File: src/rtl/alu_mul_seq.sv
// Purpose: sequences the shared ALU through shift-and-add to form the low WIDTH bits of a*b.
// Latency: done pulses 1+WIDTH+popcount(b) cycles after the accepted start (9..17 for WIDTH=8).
// Backpressure: none; start is only sampled in IDLE, and start while busy is dropped.
//
// Ports:
//   clk, reset           rising-edge clock, synchronous active-high reset
//   start, a, b          request and operands (latched when start is accepted)
//   busy, done           busy = not idle; done = one-cycle result-valid pulse
//   result, zero, ovf    registered low product bits, ALU zero of last op, sticky overflow
//   alu_a, alu_b, alu_op ALU drive (combinational from state)
//   alu_y, alu_zero      ALU combinational result and zero flag
module alu_mul_seq #(
    parameter int         WIDTH   = 8,
    parameter logic [2:0] OP_PASS = 3'b000,
    parameter logic [2:0] OP_ADD  = 3'b010,
    parameter logic [2:0] OP_SHL  = 3'b111
) (
    input  logic             clk,
    input  logic             reset,
    input  logic             start,
    input  logic [WIDTH-1:0] a,
    input  logic [WIDTH-1:0] b,
    output logic             busy,
    output logic             done,
    output logic [WIDTH-1:0] result,
    output logic             zero,
    output logic             ovf,
    output logic [WIDTH-1:0] alu_a,
    output logic [WIDTH-1:0] alu_b,
    output logic [2:0]       alu_op,
    input  logic [WIDTH-1:0] alu_y,
    input  logic             alu_zero
);

    localparam int CW = (WIDTH > 1) ? $clog2(WIDTH) : 1;

    typedef enum logic [1:0] {
        S_IDLE  = 2'd0,
        S_SHIFT = 2'd1,
        S_ADD   = 2'd2,
        S_DONE  = 2'd3
    } state_t;

    state_t           state_q;
    logic [WIDTH-1:0] acc_q;
    logic [WIDTH-1:0] mcand_q;
    logic [WIDTH-1:0] mplier_q;
    logic [WIDTH-1:0] result_q;
    logic [CW-1:0]    cnt_q;
    logic             zero_q;
    logic             ovf_q;

    // ALU operands follow the state directly so the ALU result is ready
    // within the same cycle the state needs it.
    always_comb begin
        alu_a  = '0;
        alu_b  = '0;
        alu_op = OP_PASS;
        case (state_q)
            S_SHIFT: begin
                alu_a  = acc_q;
                alu_op = OP_SHL;
            end
            S_ADD: begin
                alu_a  = acc_q;
                alu_b  = mcand_q;
                alu_op = OP_ADD;
            end
            default: ;
        endcase
    end

    // MSB-first: each multiplier bit costs one shift, plus one add when set.
    // The add for a bit stays on the same cnt; cnt steps only when leaving the bit.
    always_ff @(posedge clk) begin
        if (reset) begin
            state_q  <= S_IDLE;
            acc_q    <= '0;
            mcand_q  <= '0;
            mplier_q <= '0;
            cnt_q    <= '0;
            result_q <= '0;
            zero_q   <= 1'b0;
            ovf_q    <= 1'b0;
        end else begin
            case (state_q)
                S_IDLE: begin
                    if (start) begin
                        acc_q    <= '0;
                        mcand_q  <= a;
                        mplier_q <= b;
                        cnt_q    <= CW'(WIDTH - 1);
                        ovf_q    <= 1'b0;
                        state_q  <= S_SHIFT;
                    end
                end
                S_SHIFT: begin
                    acc_q <= alu_y;
                    // A set MSB is about to be shifted out of the accumulator.
                    ovf_q <= ovf_q | acc_q[WIDTH-1];
                    if (mplier_q[cnt_q]) begin
                        state_q <= S_ADD;
                    end else if (cnt_q == '0) begin
                        result_q <= alu_y;
                        zero_q   <= alu_zero;
                        state_q  <= S_DONE;
                    end else begin
                        cnt_q <= cnt_q - CW'(1);
                    end
                end
                S_ADD: begin
                    acc_q <= alu_y;
                    // Unsigned wrap on the add means a carry out of WIDTH bits.
                    ovf_q <= ovf_q | (alu_y < acc_q);
                    if (cnt_q == '0) begin
                        result_q <= alu_y;
                        zero_q   <= alu_zero;
                        state_q  <= S_DONE;
                    end else begin
                        cnt_q   <= cnt_q - CW'(1);
                        state_q <= S_SHIFT;
                    end
                end
                S_DONE: begin
                    state_q <= S_IDLE;
                end
                default: state_q <= S_IDLE;
            endcase
        end
    end

    assign busy   = (state_q != S_IDLE);
    assign done   = (state_q == S_DONE);
    assign result = result_q;
    assign zero   = zero_q;
    assign ovf    = ovf_q;

endmodule

File: config.mk
export PLATFORM = sky130hd
export DESIGN_NAME = alu_mul_seq
export DESIGN_NICKNAME = d
export VERILOG_FILES = /design/src/rtl/alu_mul_seq.sv
export SDC_FILE = /design/constraint.sdc
export NUM_CORES = 1
export LEC_CHECK = 0
export ABC_AREA = 1
export CORE_MARGIN = 3
export CORE_UTILIZATION = 51
export CTS_CLUSTER_DIAMETER = 80
export DETAILED_ROUTE_END_ITERATION = 8
export PLACE_DENSITY = 0.85
export SETUP_SLACK_MARGIN = 0.5
export SYNTH_ARGS = -nofsm -noshare
export SYNTH_HDL_FRONTEND = slang
export SYNTH_SLANG_ARGS = --single-unit
export TNS_END_PERCENT = 1
File: constraint.sdc
create_clock -name clk -period 3.35 [get_ports clk]
set_input_delay 0.67 -clock clk [delete_from_list [all_inputs] [get_ports clk]]
set_output_delay 0.67 -clock clk [all_outputs]
set_load 0.02 [all_outputs]
[After elaboration in Yosys (flattened, before gate mapping)]
Cells that the tools add are included.
Word-level totals
  input port bits: 28
  logic and storage cells: 56
  output and inout port bits: 31
  register bits after elaboration: 39
Cells by class
  $lt $le $gt $ge: 2
  add/sub/neg operators: 1
  equality and inequality tests: 6
  bitwise logic cells: 2
  muxes and demuxes: 24
  reduce and logical (&&, ||, !) cells: 13
Operator list (count)
  8-bit two-way mux: 5
  8-bit one-hot mux with 2 select lines: 2
  2-bit AND reduction: 5
  3-bit two-way mux: 3
  3-bit one-hot mux with 3 select lines: 1
  8-bit < comparator: 1
  2-bit two-way mux: 4
  2-bit one-hot mux with 4 select lines: 1
  3-bit one-hot mux with 2 select lines: 1
  2-bit nonzero test: 3
  2-bit == test, second input constant: 2
  3-bit by 4-bit < comparator with 1-bit output, second input constant: 1
  1-bit two-way mux: 4
  2-bit inequality test, second input constant: 2
  1-bit binary-select mux with 3-bit select: 1
  3-bit logical NOT: 1
  3-bit inequality test, second input constant: 1
  1-bit one-hot mux with 3 select lines: 1
  3-bit AND reduction: 1
  3-bit nonzero test: 1
  3-bit by 1-bit subtractor with 3-bit output, second input constant: 1
  2-bit by 1-bit == test with 1-bit output, second input constant: 1
  2-bit logical NOT: 1
  1-bit OR: 2
  2 further kinds: 2

[Depth between registers and ports, before layout]
Gate-level depths: netlist (run 1).
  word-level depth: 4
  depth in mapped cells: 11
  depth with buffers taken out: 11

[Worst setup path after synthesis (run 1)]
Ideal clock, no wire load.
  path type: flip-flop to output port
  from: reg state_q[1]
  to: out alu_a[0]
  stages on the path, launching flop included: 6
  setup slack: 1.256 ns
  data required time: 2.680 ns
  arrival: 1.424 ns
  buffers on the path: 1
  cells stage by stage: dfxtp_1 inv_1 ha_1 clkbuf_1 nand2_1 inv_1
Between the ends
  longest elaborated chain between the ends: 3
  elaborated cells between the ends (all ways): 4
  those cells by class: 2 x eq/ne; 1 x mux; 1 x reduce/logical
RTL lines
  from (decl): RTL line 44  | state_t state_q;
  from (signal assigned): RTL line 77  | state_q <= S_IDLE;
  from (signal assigned): RTL line 94  | state_q <= S_SHIFT;
  from (signal assigned): RTL line 102  | state_q <= S_ADD;
  2-bit == test or 2-bit by 1-bit == test with 1-bit output (tied branches): RTL line 59  | case (state_q)
  2-bit OR reduction (no source line) (*)
  8-bit two-way mux (*): RTL line 59
  to (decl): RTL line 28  | output logic [WIDTH-1:0] alu_a,
Mark *: on every way between the ends. The rest lies on a longest branch, timed or not.

[Worst setup path in the final report (run 1)]
  from: reg state_q[1]
  to: out alu_a[2]
The elaborated chain is that of the path after synthesis.

==> flow_summary.yaml, run 1 <==
status:
  status: "finished, final reports clean"
timing:
  rsz0062_at_grt: "false"
  clock.fmax_mhz: 367
  period_share_pct: 81.3
  fin_tns_setup_ns: 0
  slew_headroom_pct: 52.9
  finalSetupViolations: 0
  tightest_slew_ns: 0.705
  skew_ns: 0.00749
  drv_slew: 0
  fin_hold_ws_ns: 0.449
  period_minus_slack_ns: 2.72
  hold_viol: 0
synth:
  synth-seq-cells: 39
  synth_enable_flop_cells: 0
  syn_nets: 334
  synthTopCellsByCount: "nand2_1 (48), inv_1 (46), nor2_1 (41), dfxtp_1 (39), o21ai_0 (29)"
  synthesis.area_sq_um: 2030
  synth_cell_type_count: 24
  yosys.area.top_type: "dfxtp_1"
  yosys-top-cells-area: "dfxtp_1 (38%), nand2_1 (8.9%), ha_1 (8.6%), inv_1 (8.5%), nor2_1 (7.6%)"
  synth_top_area_share_pct: 38.4
  syn_inst: 292
  postSynthAreaPerCell_sq_um: 6.97
  async_reset_ff_share_pct: 0
  ys_seq_area_share_pct: 38.4
  synth-main-ff-cell: "dfxtp_1"
  yosysMostFrequentCell: "nand2_1"
  synth_warnings: 0
flow_run:
  cap_viol_max_count: 0
route:
  drc: 0
  wirelength_um: 4580
  drtPass1Iterations: 4
  vias: 1984
  vias_per_cell: 5.00
  drtIter0Drc: 113
  wl_per_cell_um: 11.5
  ant_nets: 0
grt:
  grt_pass1_vias: 1794
  gr-usage-all-layers_pct: 20.1
  grt_pass1_wl_um: 7900
  overflow: 0
  antenna_found_initial: 0
  grt_max_degree: 29
placement:
  gp_routability_congestion: 0.864
  port_buffers: 58
  dp_hpwl_um: 3420
clock_network:
  cts_root_buf: "clkbuf_8"
  postCtsSetupBuffers: 0
  cts_buffers: 5
  clock_latency_ns: 0.29
  cts_htree_levels: 2
  clk_path_buf_depth: 2
  cts.sinks: 39
  cts_tree: "yes"
  clk_pin_slew_ns: 0.07
floorplan:
  rows: 22
  ios: 59
  start_util_pct: 54.3
  die_h_um: 69.2
  dieArea_sq_um: 4780
  die_width_um: 69.2
  core_sq_um: 3740
hold_path:
  min_to: "ovf$_SDFFE_PP0P_"
  hp-class: "reg -> reg"
  min_path_cells: 2
  hold_start: "ovf$_SDFFE_PP0P_"
cells_and_area:
  final_layout_size_suffix_gt1_share_pct: 7.45
  nets: 390
  antennaDiodeCount: 0
  syn_to_final_growth_pct: 37.1
worst_setup_path:
  cp-start-kind: "flop"
  ff2ff_setup_slack_ns: 1.58
  cp.required_ns: 2.68
  r2r-start: "state_q[1]$_SDFFE_PP0P_"
  rr_worst_depth: 10
  worst_ep_arrival_time_ns: 2.05
  endpoint_kind: "output pin"
  crit_type: "reg -> out"
  crit_fanout: 15
  r2r-end: "cnt_q[1]$_SDFFE_PP0P_"
power:
  p_per_area_nw_per_um2: 817
  vdd_drop_max_v: 0.000766
  leakagePower_uw: 0.00125
## worst max-delay path, stage by stage, from the launching register on
cell	delay, ns
dfxtp_2	0.38
inv_1	0.12
ha_4	0.34
buf_4	0.20
nand2_1	0.07
inv_1	0.05
clkdlybuf4s50_1	0.60
## cells in the final DEF, fill, tap and decap left out, types with 2 or more instances in the layout
master,synthesis,final
bufinv_16,0,2
nor2_1,41,41
dfxtp_2,0,2
clkbuf_8,0,5
a21oi_2,2,2
buf_4,1,2
dfxtp_1,39,37
inv_1,46,46
a21oi_1,21,21
o21ai_0,29,29
nand3_1,24,24
o21ai_1,3,3
nand3_2,3,3
clkdlybuf4s50_1,0,57
nand2_1,48,48
ha_1,14,13
nor2_2,3,3
## sequential cells by signal, summed over array words and instances, names as in the netlist
signal    count
mcand_q       8
mplier_q      8
cnt_q         3
zero          1
ovf           1
acc_q         8
result        8
state_q       2
## power breakdown
part	switching (uW)	internal [uW]
clock network	159	298
registers	95.6	605
logic	664	457
total	919	1360
## per-layer routing
metal / vias up / track usage (%) / routed length, um
met2: 66 / 31.5 / 2090
met5: - / 0 / 0
met1: 873 / 26.4 / 2120
met4: 0 / 7.38 / 86
li1: 1036 / - / -
met3: 9 / 5.39 / 280
## cells by family after synthesis
group	Yosys count	synth area share [%]
buffers and inverters	59	11.3
DFF	39	38.4
adders and majority gates	14	8.61
and+or+nand+nor	124	27.5
AOI/OAI and AO/OA	56	14.2
## repair_timing
| action | CTS | global route |
|---|---|---|
| hold buffers | 0 | 0 |
| endpoints found under the setup margin | 8 | 7 |
| resized for setup | 2 | 3 |
## layout make-up
type	count	area (sq um)
multi-input cells	194	1040
fillers	322	955
flip-flops and latches	39	783
repair buffers	60	594
inverters	48	183
clock buffers	6	72.6
clock inverters	2	60.1
well taps	48	60.1
## stage by stage
stage | cells | setup slack (ns) | total power, uW | area [sq um] | utilization [%]
global route | 397 | 0.507 | 2470 | 2790 | 74.5
floorplan | 292 | 1.26 | 1460 | 2030 | -
CTS | 397 | 0.453 | 2270 | 2780 | 74.2
detailed placement | 389 | 0.716 | 1800 | 2640 | 70.6
global placement | 389 | 0.810 | 1770 | 2640 | 70.6
finish | 397 | 0.626 | 2280 | 2790 | 74.5
## how the worst max path moves through the flow
stage                           to  cells past startpoint               startpoint  slack (ns)
after detailed placement  alu_a[0]                      6  state_q[0]$_SDFFE_PP0P_        0.72
after floorplan           alu_a[0]                      5  state_q[1]$_SDFFE_PP0P_        1.26
after CTS                 alu_a[2]                      6  state_q[1]$_SDFFE_PP0P_        0.45
final                     alu_a[2]                      6  state_q[1]$_SDFFE_PP0P_        0.63
after global placement    alu_a[7]                      6  state_q[1]$_SDFFE_PP0P_        0.81
after global routing      alu_a[5]                      6  state_q[1]$_SDFFE_PP0P_        0.51
Note: power is estimated with default switching activity, not from simulation.
==> run 2, diff against run 1 <==
--- a/config.mk
+++ b/config.mk
@@ -7,10 +7,10 @@
 export LEC_CHECK = 0
 export ABC_AREA = 1
 export CORE_MARGIN = 3
-export CORE_UTILIZATION = 51
+export CORE_UTILIZATION = 47
 export CTS_CLUSTER_DIAMETER = 80
 export DETAILED_ROUTE_END_ITERATION = 8
-export PLACE_DENSITY = 0.85
+export PLACE_DENSITY = 0.79
 export SETUP_SLACK_MARGIN = 0.5
 export SYNTH_ARGS = -nofsm -noshare
 export SYNTH_HDL_FRONTEND = slang
==> constraint.sdc (replaced) <==
create_clock -name clk -period 2.7 [get_ports clk]
set_input_delay 0.54 -clock clk [delete_from_list [all_inputs] [get_ports clk]]
set_output_delay 0.54 -clock clk [all_outputs]
set_load 0.02 [all_outputs]
==> run 2 against run 1 <==
Against the previous run:
- hold slack about the same
- critical path depth fell by 1
- clock power down 5.7%
- clock-buffer cell count is 2 higher
- wire length is 1.0% higher
- first-iteration DRC count is 23% lower
- sequential power is 24% higher
- critical endpoint unchanged
- sequential share of layout area down 0.18 points
- die area increased by 7.7%
- largest power group unchanged
- setup slack got worse by 0.37 ns
==> flow_summary.yaml, run 2 (synthesis results as in run 1) <==
status:
  status: "finished, final reports clean"
cells_and_area:
  final_layout_size_suffix_gt1_share_pct: 9.01
  antennaDiodeCount: 0
  final_common_cell: "clkdlybuf4s50_1"
  fin_cells: 405
  utilization_pct: 68.6
  fillers: 385
  nets: 396
  syn_to_final_growth_pct: 37.8
  final_cell_mix: "clkdlybuf4s50_1 (52), nand2_1 (48), inv_1 (46), nor2_1 (41), dfxtp_1 (38)"
floorplan:
  core_sq_um: 4090
  ios: 59
  die_h_um: 71.8
  rows: 23
  start_util_pct: 49.8
  die_width_um: 71.8
  dieArea_sq_um: 5150
clock_network:
  cts_tree: "yes"
  clk_pin_slew_ns: 0.07
  cts_buffers: 5
  cts_hold_buf: 0
  clk_path_buf_depth: 2
  cts.sinks: 39
  cts_htree_levels: 2
  cts_root_buf: "clkbuf_8"
  clock_latency_ns: 0.29
power:
  leakagePower_uw: 0.00130
  p_per_area_nw_per_um2: 972
  vdd_drop_max_v: 0.000618
timing:
  fin_tns_setup_ns: 0
  finalSetupViolations: 0
  drv_slew: 0
  fin_hold_ws_ns: 0.449
  tightest_slew_ns: 0.578
  slew_headroom_pct: 61.3
  period_minus_slack_ns: 2.44
  period_share_pct: 90.5
  rsz0062_at_grt: "true"
  hold_viol: 0
  clock.fmax_mhz: 409
  skew_ns: 0.00159
worst_setup_path:
  endpoint_kind: "output pin"
  crit_fanout: 12
  cp-start-kind: "flop"
  worst_ep_arrival_time_ns: 1.90
  cp.required_ns: 2.16
  crit_type: "reg -> out"
route:
  drtIter0Drc: 87
  vias_per_cell: 4.91
  wirelength_um: 4620
  drtPass1Iterations: 4
  vias: 1987
  ant_nets: 0
  drc: 0
  wl_per_cell_um: 11.4
grt:
  grt_pass1_vias: 1746
  grt_max_degree: 19
  overflow: 0
  antenna_found_initial: 0
  gr-usage-all-layers_pct: 18.7
  grt_pass1_wl_um: 7650
placement:
  placed_cells_incl_taps: 394
  dp_hpwl_um: 3470
  port_buffers: 58
  gp_routability_congestion: 0.766
flow_run:
  cap_viol_max_count: 0
hold_path:
  hp-class: "reg -> reg"
[run 2: cell count changes in the layout (fill, tap and decap cells not counted), sizes merged]
cell / before / now
clkbuf: 6 / 8
dlygate4sd2: 1 / 5
bufinv: 2 / 0
clkdlybuf4s50: 57 / 52
dlymetal6s2s: 0 / 1
buf: 2 / 8
[run 2: report_power, final]
| part | internal (uW) | switching [uW] |
|---|---|---|
| logic | 609 | 820 |
| clock network | 233 | 198 |
| registers | 749 | 117 |
[run 2: worst paths after layout]
kind | start | end | slack (ns) | depth (start not counted)
setup / recovery | state_q[0]$_SDFFE_PP0P_ | alu_a[2] | 0.26 | 5
hold / removal | ovf$_SDFFE_PP0P_ | ovf$_SDFFE_PP0P_ | 0.45 | 2
setup reg to reg | state_q[0]$_SDFFE_PP0P_ | cnt_q[0]$_SDFFE_PP0P_ | 0.89 | 8
hold reg to reg | ovf$_SDFFE_PP0P_ | ovf$_SDFFE_PP0P_ | 0.45 | 2
[run 2: per-layer routing]
layer,share of wire (%),routed length (um),GRT usage (%)
met3,7.3,339,3.79
met1,44,2030,23.7
met5,0,0,0
met2,48,2200,31.8
met4,1.1,51,5.64
[run 2: cell type report]
cell class | instances | area [sq um] | share of cell area (%)
multi-input cells | 194 | 1040 | 37.1
flip-flops and latches | 39 | 782 | 27.9
repair buffers | 66 | 637 | 22.7
inverters | 48 | 183 | 6.52
clock buffers | 8 | 100 | 3.57
well taps | 50 | 62.6 | 2.23
[run 2: critical path, cell delays in order (launching register included)]
cell and delay [ns]:
dfxtp_1 0.42, inv_1 0.13, ha_4 0.36, nand2_1 0.07
inv_1 0.05, clkdlybuf4s50_1 0.59
[run 2: through the flow]
| stage | total power [uW] | instance area (sq um) | setup slack [ns] |
|---|---|---|---|
| floorplan | 1810 | 2030 | 0.736 |
| global placement | 2220 | 2670 | 0.337 |
| detailed placement | 2240 | 2670 | 0.252 |
| CTS | 2740 | 2800 | 0.236 |
| global route | 2950 | 2800 | 0.175 |
| finish | 2730 | 2800 | 0.256 |
[run 2: timing repair]
item                       4_1_cts  5_1_grt
buffers inserted                 3        0
setup endpoints to repair       18       20
gates resized for setup          8        2
pin swaps                        1        0
hold endpoints to repair         0        0
